==> src/rtl/cpu_bus_ctrl_pkg.sv <==
// Shared definitions for the CPU bus controller: bus widths, FSM state
// encodings and a small request-decode helper.
package cpu_bus_ctrl_pkg;

  localparam int CPU_DATA_MSB_POS     = 7;
  localparam int CPU_FAR_ADDR_MSB_POS = 23;

  typedef enum logic [1:0] {
    ST_IDLE = 2'd0,
    ST_REQ  = 2'd1,
    ST_DONE = 2'd2
  } bus_state_t;

  function automatic logic is_access(input logic re, input logic we);
    return re | we;
  endfunction

endpackage

==> src/rtl/cpu_bus_ctrl_if.sv <==
// Core-side and memory-side signals of the bus controller, bundled with
// master (controller) and slave (core + memory environment) views.
interface cpu_bus_ctrl_if
  import cpu_bus_ctrl_pkg::*;
#(
  parameter int ADDR_WIDTH = CPU_FAR_ADDR_MSB_POS + 1,
  parameter int DATA_WIDTH = CPU_DATA_MSB_POS + 1
) ();

  logic                  cpu_re;
  logic                  cpu_we;
  logic [ADDR_WIDTH-1:0] cpu_addr;
  logic [DATA_WIDTH-1:0] cpu_data_out;
  logic [DATA_WIDTH-1:0] cpu_data_in;
  logic                  cpu_enable;

  // Memory handshake: mem_req rises with mem_addr/mem_we/mem_wdata valid and
  // holds them stable until completion; mem_ack is a one-cycle strobe that is
  // only meaningful while mem_req=1 (mem_rdata valid with it on reads). The
  // controller may drop mem_req without an ack on timeout or reset.
  logic                  mem_req;
  logic                  mem_we;
  logic [ADDR_WIDTH-1:0] mem_addr;
  logic [DATA_WIDTH-1:0] mem_wdata;
  logic [DATA_WIDTH-1:0] mem_rdata;
  logic                  mem_ack;

  logic                  bus_err;
  bus_state_t            dbg_state;

  modport master (
    input  cpu_re, cpu_we, cpu_addr, cpu_data_out, mem_rdata, mem_ack,
    output cpu_data_in, cpu_enable, mem_req, mem_we, mem_addr, mem_wdata,
           bus_err, dbg_state
  );

  modport slave (
    output cpu_re, cpu_we, cpu_addr, cpu_data_out, mem_rdata, mem_ack,
    input  cpu_data_in, cpu_enable, mem_req, mem_we, mem_addr, mem_wdata,
           bus_err, dbg_state
  );

endinterface

==> src/rtl/cpu_bus_ctrl.sv <==
// Single-outstanding CPU-to-memory bus controller: stalls the core while a
// req/ack access runs, with timeout, open-bus read value and sticky error.
module cpu_bus_ctrl
  import cpu_bus_ctrl_pkg::*;
#(
  parameter int ADDR_WIDTH     = CPU_FAR_ADDR_MSB_POS + 1,
  parameter int DATA_WIDTH     = CPU_DATA_MSB_POS + 1,
  parameter int TIMEOUT_CYCLES = 16
) (
  input logic            clk,
  input logic            rst,
  cpu_bus_ctrl_if.master bus
);

  localparam int CNT_W = $clog2(TIMEOUT_CYCLES);
  localparam logic [CNT_W-1:0] CNT_LAST = CNT_W'(TIMEOUT_CYCLES - 1);

  bus_state_t            state;
  logic [CNT_W-1:0]      cnt;
  logic                  req_q;
  logic                  we_q;
  logic [ADDR_WIDTH-1:0] addr_q;
  logic [DATA_WIDTH-1:0] wdata_q;
  logic [DATA_WIDTH-1:0] rdata_q;
  logic [DATA_WIDTH-1:0] open_bus;
  logic                  err_q;

  always_ff @(posedge clk) begin
    if (rst) begin
      state    <= ST_IDLE;
      cnt      <= '0;
      req_q    <= 1'b0;
      we_q     <= 1'b0;
      addr_q   <= '0;
      wdata_q  <= '0;
      rdata_q  <= '0;
      open_bus <= '0;
      err_q    <= 1'b0;
    end else begin
      case (state)
        ST_IDLE: begin
          if (is_access(bus.cpu_re, bus.cpu_we)) begin
            addr_q  <= bus.cpu_addr;
            wdata_q <= bus.cpu_data_out;
            we_q    <= bus.cpu_we;
            req_q   <= 1'b1;
            cnt     <= '0;
            state   <= ST_REQ;
          end
        end
        ST_REQ: begin
          // An ack in the final counted cycle still wins over the abort.
          if (bus.mem_ack) begin
            req_q <= 1'b0;
            if (!we_q) begin
              rdata_q  <= bus.mem_rdata;
              open_bus <= bus.mem_rdata;
            end
            state <= ST_DONE;
          end else if (cnt == CNT_LAST) begin
            req_q <= 1'b0;
            if (!we_q) begin
              rdata_q <= open_bus;
            end
            err_q <= 1'b1;
            state <= ST_DONE;
          end else begin
            cnt <= cnt + 1'b1;
          end
        end
        ST_DONE: begin
          state <= ST_IDLE;
        end
        default: begin
          state <= ST_IDLE;
        end
      endcase
    end
  end

  // The core stalls in the very cycle it raises a request.
  assign bus.cpu_enable = !rst &&
                          ((state == ST_DONE) ||
                           ((state == ST_IDLE) && !is_access(bus.cpu_re, bus.cpu_we)));

  assign bus.cpu_data_in = rdata_q;
  assign bus.mem_req     = req_q;
  assign bus.mem_we      = we_q;
  assign bus.mem_addr    = addr_q;
  assign bus.mem_wdata   = wdata_q;
  assign bus.bus_err     = err_q;
  assign bus.dbg_state   = state;

endmodule

==> src/flat_wrapper.sv <==
// flat-port wrapper written by rule: the top's interface ports become plain ports
module cpu_bus_ctrl_flat import cpu_bus_ctrl_pkg::*;
#(
  parameter int ADDR_WIDTH     = CPU_FAR_ADDR_MSB_POS + 1,
  parameter int DATA_WIDTH     = CPU_DATA_MSB_POS + 1,
  parameter int TIMEOUT_CYCLES = 16
)
  (clk, rst, bus_cpu_re, bus_cpu_we, bus_cpu_addr, bus_cpu_data_out, bus_mem_rdata, bus_mem_ack, bus_cpu_data_in, bus_cpu_enable, bus_mem_req, bus_mem_we, bus_mem_addr, bus_mem_wdata, bus_bus_err, bus_dbg_state);
  cpu_bus_ctrl_if #(.ADDR_WIDTH(ADDR_WIDTH), .DATA_WIDTH(DATA_WIDTH)) bus_i ();
  input logic clk;
  input logic rst;
  input wire logic [$bits(bus_i.cpu_re)-1:0] bus_cpu_re;
  input wire logic [$bits(bus_i.cpu_we)-1:0] bus_cpu_we;
  input wire logic [$bits(bus_i.cpu_addr)-1:0] bus_cpu_addr;
  input wire logic [$bits(bus_i.cpu_data_out)-1:0] bus_cpu_data_out;
  input wire logic [$bits(bus_i.mem_rdata)-1:0] bus_mem_rdata;
  input wire logic [$bits(bus_i.mem_ack)-1:0] bus_mem_ack;
  output wire logic [$bits(bus_i.cpu_data_in)-1:0] bus_cpu_data_in;
  output wire logic [$bits(bus_i.cpu_enable)-1:0] bus_cpu_enable;
  output wire logic [$bits(bus_i.mem_req)-1:0] bus_mem_req;
  output wire logic [$bits(bus_i.mem_we)-1:0] bus_mem_we;
  output wire logic [$bits(bus_i.mem_addr)-1:0] bus_mem_addr;
  output wire logic [$bits(bus_i.mem_wdata)-1:0] bus_mem_wdata;
  output wire logic [$bits(bus_i.bus_err)-1:0] bus_bus_err;
  output wire logic [$bits(bus_i.dbg_state)-1:0] bus_dbg_state;
  assign bus_i.cpu_re = bus_cpu_re;
  assign bus_i.cpu_we = bus_cpu_we;
  assign bus_i.cpu_addr = bus_cpu_addr;
  assign bus_i.cpu_data_out = bus_cpu_data_out;
  assign bus_i.mem_rdata = bus_mem_rdata;
  assign bus_i.mem_ack = bus_mem_ack;
  assign bus_cpu_data_in = bus_i.cpu_data_in;
  assign bus_cpu_enable = bus_i.cpu_enable;
  assign bus_mem_req = bus_i.mem_req;
  assign bus_mem_we = bus_i.mem_we;
  assign bus_mem_addr = bus_i.mem_addr;
  assign bus_mem_wdata = bus_i.mem_wdata;
  assign bus_bus_err = bus_i.bus_err;
  assign bus_dbg_state = bus_i.dbg_state;
  cpu_bus_ctrl #(.ADDR_WIDTH(ADDR_WIDTH), .DATA_WIDTH(DATA_WIDTH), .TIMEOUT_CYCLES(TIMEOUT_CYCLES)) u_core (.clk(clk), .rst(rst), .bus(bus_i));
endmodule
==> config.mk <==
export PLATFORM = sky130hd
export DESIGN_NAME = cpu_bus_ctrl_flat
export DESIGN_NICKNAME = d
export VERILOG_FILES = /design/src/rtl/cpu_bus_ctrl_pkg.sv /design/src/rtl/cpu_bus_ctrl_if.sv /design/src/rtl/cpu_bus_ctrl.sv /design/src/flat_wrapper.sv
export SDC_FILE = /design/constraint.sdc
export NUM_CORES = 1
export LEC_CHECK = 0
export CORE_MARGIN = 5
export CORE_UTILIZATION = 35
export CTS_BUF_LIST = sky130_fd_sc_hd__clkbuf_8
export CTS_CLUSTER_SIZE = 24
export DETAILED_ROUTE_END_ITERATION = 7
export HOLD_SLACK_MARGIN = 0.15
export PLACE_DENSITY = 0.68
export SLEW_MARGIN = 20
export SYNTH_ARGS = -nofsm -noshare
export SYNTH_HDL_FRONTEND = slang
export SYNTH_SLANG_ARGS = --single-unit
==> constraint.sdc <==
create_clock -name clk -period 3.1 [get_ports clk]
set_input_delay 0.465 -clock clk [delete_from_list [all_inputs] [get_ports clk]]
set_output_delay 0.465 -clock clk [all_outputs]
set_load 0.05 [all_outputs]
==> qor.yml, run 1 <==
power_density_nw_per_um2: 564
status: "finished, final reports clean"
clk_latency_ns: 0.33
syn_area_sq_um: 2170
min_period_over_period_pct: 85.8
die_h_um: 88.8
synthMostInstantiatedCell: "nand2_1"
first_iter_violations: 90
syn_avg_cell_area_sq_um: 8.51
diodes: 0
synthTopCellsByCount: "nand2_1 (67), dfxtp_1 (57), a21oi_1 (35)"
multi_input_area_sq_um: 947
cts_buffers: 9
dr.pass1.iters: 4
yosys_warnings: 0
synth-seq-cells: 57
grt_pass1_wl_um: 9130
crit_path_cell_trace: "clkdlybuf4s50_1, nor2_1, nor2_1, nor3_1, clkdlybuf4s50_1"
pin_count: 91
htree_levels: 3
crit_family: "buffers and inverters"
required_ns: 2.63
async_flop_share_pct: 0
cp-end-kind: "output port"
worst-endpoint-arrival_ns: 2.19
gp_congestion: 0.811
worst-path-buf-inv: 2
root_buffer: "clkbuf_8"
rsz0062_at_grt: "no"
avgRoutedWirePerCell_um: 13.5
stdcell_area_sq_um: 3290
fin_nets: 390
cts_tree: "yes"
dieWidth_um: 88.8
ant_nets: 0
setup_viol: 0
rows: 28
via_per_inst: 4.78
syn_to_final_growth_pct: 51.6
hold_viol: 0
seqCellArea_sq_um: 1140
die-area_sq_um: 7880
cts_setup_buffers: 0
hold_ws_ns: 0.451
max_stage_delay_ns: 0.83
grt_use_total_pct: 15.1
core_sq_um: 5990
finClkSkew_ns: 0.00951
grt_pass1_vias: 1949
yosysTopAreaCellShare_pct: 52.6
antenna_found_initial: 0
ctsResizeCount: 0
drive_gt1_share_pct: 7.76
crit_path_top_delay_cell: "clkdlybuf4s50_1"
syn_nets: 301
finalSetupTns_ns: 0
worstSetupStartpointType: "input pin"
slew_headroom_pct: 60.1
synth-seq-area-share_pct: 52.6
period_needed_ns: 2.66
postSynthCellCount: 255
fill_cells: 572
max_freq_ghz: 0.376
clockBufferDepth: 2
vias: 2021
maxSlewViolCount: 0
placed_cell_area_sq_um: 3130
synth_edf_count: 0
synth_ff_type: "dfxtp_1"
critical_path_class: "in2out"
clk_pin_slew_ns: 0.06
synth_top_area_cell: "dfxtp_1"
yosysUniqueCellTypes: 28
wl_um: 5700
start_util_pct: 36.2
ys_top_cells_by_area: "dfxtp_1 (53%), nand2_1 (12%), a21oi_1 (8.1%)"
cts.sinks: 57
dp_hpwl_um: 3950
power.static_leakage_nw: 1.24
hold_class: "reg2reg"
drc_errors: 0
max_cap_violations: 0
cts_hold_buf: 0
grt_max_degree: 59
irDropWorstVdd_uv: 336
worst_pin_slew_ns: 0.598
portBuffers: 90
critPathMaxFanout: 3
grt_overflow: 0
-- worst reg2reg max path, stage by stage, from the launching register on --
cell      delay (ns)
dfxtp_1         0.37
ha_1            0.25
a31oi_1         0.19
nor3_4          0.49
nor2_1          0.08
a211oi_1        0.23
-- final timing paths --
check                                                         start                                endpoint  slack [ns]  depth (start not counted)
worst max register to register           u_core.cnt[0]$_SDFFE_PP0P_  u_core.bus.cpu_data_in[3]$_SDFFE_PP0P_        1.40                          5
worst max-delay path                                     bus_cpu_we                          bus_cpu_enable        0.44                          5
worst min-delay path            u_core.bus.mem_addr[0]$_SDFFE_PP0P_     u_core.bus.mem_addr[0]$_SDFFE_PP0P_        0.45                          2
worst min register to register  u_core.bus.mem_addr[0]$_SDFFE_PP0P_     u_core.bus.mem_addr[0]$_SDFFE_PP0P_        0.45                          2
-- kinds of logic (layout without fill, tap and decap cells) --
| family | Yosys count | count (layout) | synth area share (%) |
|---|---|---|---|
| flip-flops | 57 | 57 | 52.6 |
| AND/OR/NAND/NOR | 108 | 108 | 21.0 |
| multiplexers | 16 | 16 | 7.38 |
| AO/OA/AOI/OAI | 53 | 53 | 14.4 |
| adder cells (fa/ha/maj) | 1 | 1 | 0.576 |
| buffers and inverters | 20 | 113 | 4.09 |
-- where the power goes --
part	leakage, nW	internal (mW)	switching, mW
Combinational	0.684	0.179	0.289
Sequential	0.468	0.785	0.0303
Clock	0.0929	0.298	0.275
-- metrics by stage --
stage	worst slack [ns]	power, mW	utilization [%]	std cells
2_1_floorplan	0.756	1.12	-	255
5_1_grt	0.314	1.95	54.9	423
3_5_place_dp	0.429	1.30	52.3	408
6_report	0.440	1.86	54.9	423
3_3_place_gp	0.457	1.30	52.3	408
4_1_cts	0.428	1.89	54.9	423
-- placed cells by master, fill, tap and decap left out --
| master | n |
|---|---|
| clkdlybuf4s50_1 | 89 |
| nand2_1 | 67 |
| dfxtp_1 | 57 |
| a21oi_1 | 35 |
| nor2_1 | 24 |
| mux2i_1 | 16 |
| clkbuf_8 | 10 |
| a211oi_1 | 8 |
| buf_4 | 6 |
| nor3_1 | 5 |
| clkinv_2 | 4 |
| a31oi_1 | 3 |
| inv_1 | 3 |
| nand3_1 | 3 |
| nor3_4 | 2 |
| and3_1 | 2 |
| nor3b_1 | 2 |
| o21ai_0 | 2 |
| a31o_2 | 2 |
| or3_1 | 1 |
| nand2b_2 | 1 |
| a211o_1 | 1 |
| a221oi_2 | 1 |
| nor4_1 | 1 |
| o22ai_1 | 1 |
| ha_1 | 1 |
| buf_2 | 1 |
-- state kept, by name, indices dropped and copies added (netlist names) --
name / count
u_core.cnt: 4
u_core.bus.mem_addr: 24
u_core.bus.mem_req: 1
u_core.bus.mem_wdata: 8
u_core.bus.bus_err: 1
u_core.open_bus: 8
u_core.bus.dbg_state: 2
u_core.bus.cpu_data_in: 8
u_core.bus.mem_we: 1
-- layout make-up --
class,count,share of cell area [%]
sequential,57,34.7
multi-input combinational,178,28.8
timing repair buffer,96,28.6
clock buffer,10,4.18
tap,75,2.85
clock inverter,5,0.722
inverter,2,0.228
-- per-layer routing --
metal | part of all wire (%) | GRT usage [%]
met5 | 0 | 0
met4 | 1.9 | 6.18
met3 | 6.8 | 5.68
met2 | 50 | 26.2
met1 | 42 | 16.5
No activity file was read; power rests on OpenSTA's default activity.
==> run 2: changes to the inputs <==
--- a/config.mk
+++ b/config.mk
@@ -5,6 +5,7 @@
 export SDC_FILE = /design/constraint.sdc
 export NUM_CORES = 1
 export LEC_CHECK = 0
+export CAP_MARGIN = 20
 export CORE_MARGIN = 5
 export CORE_UTILIZATION = 35
 export CTS_BUF_LIST = sky130_fd_sc_hd__clkbuf_8
==> results of run 2 <==
The final DEF is identical to that of run 1; final timing and power are the same.
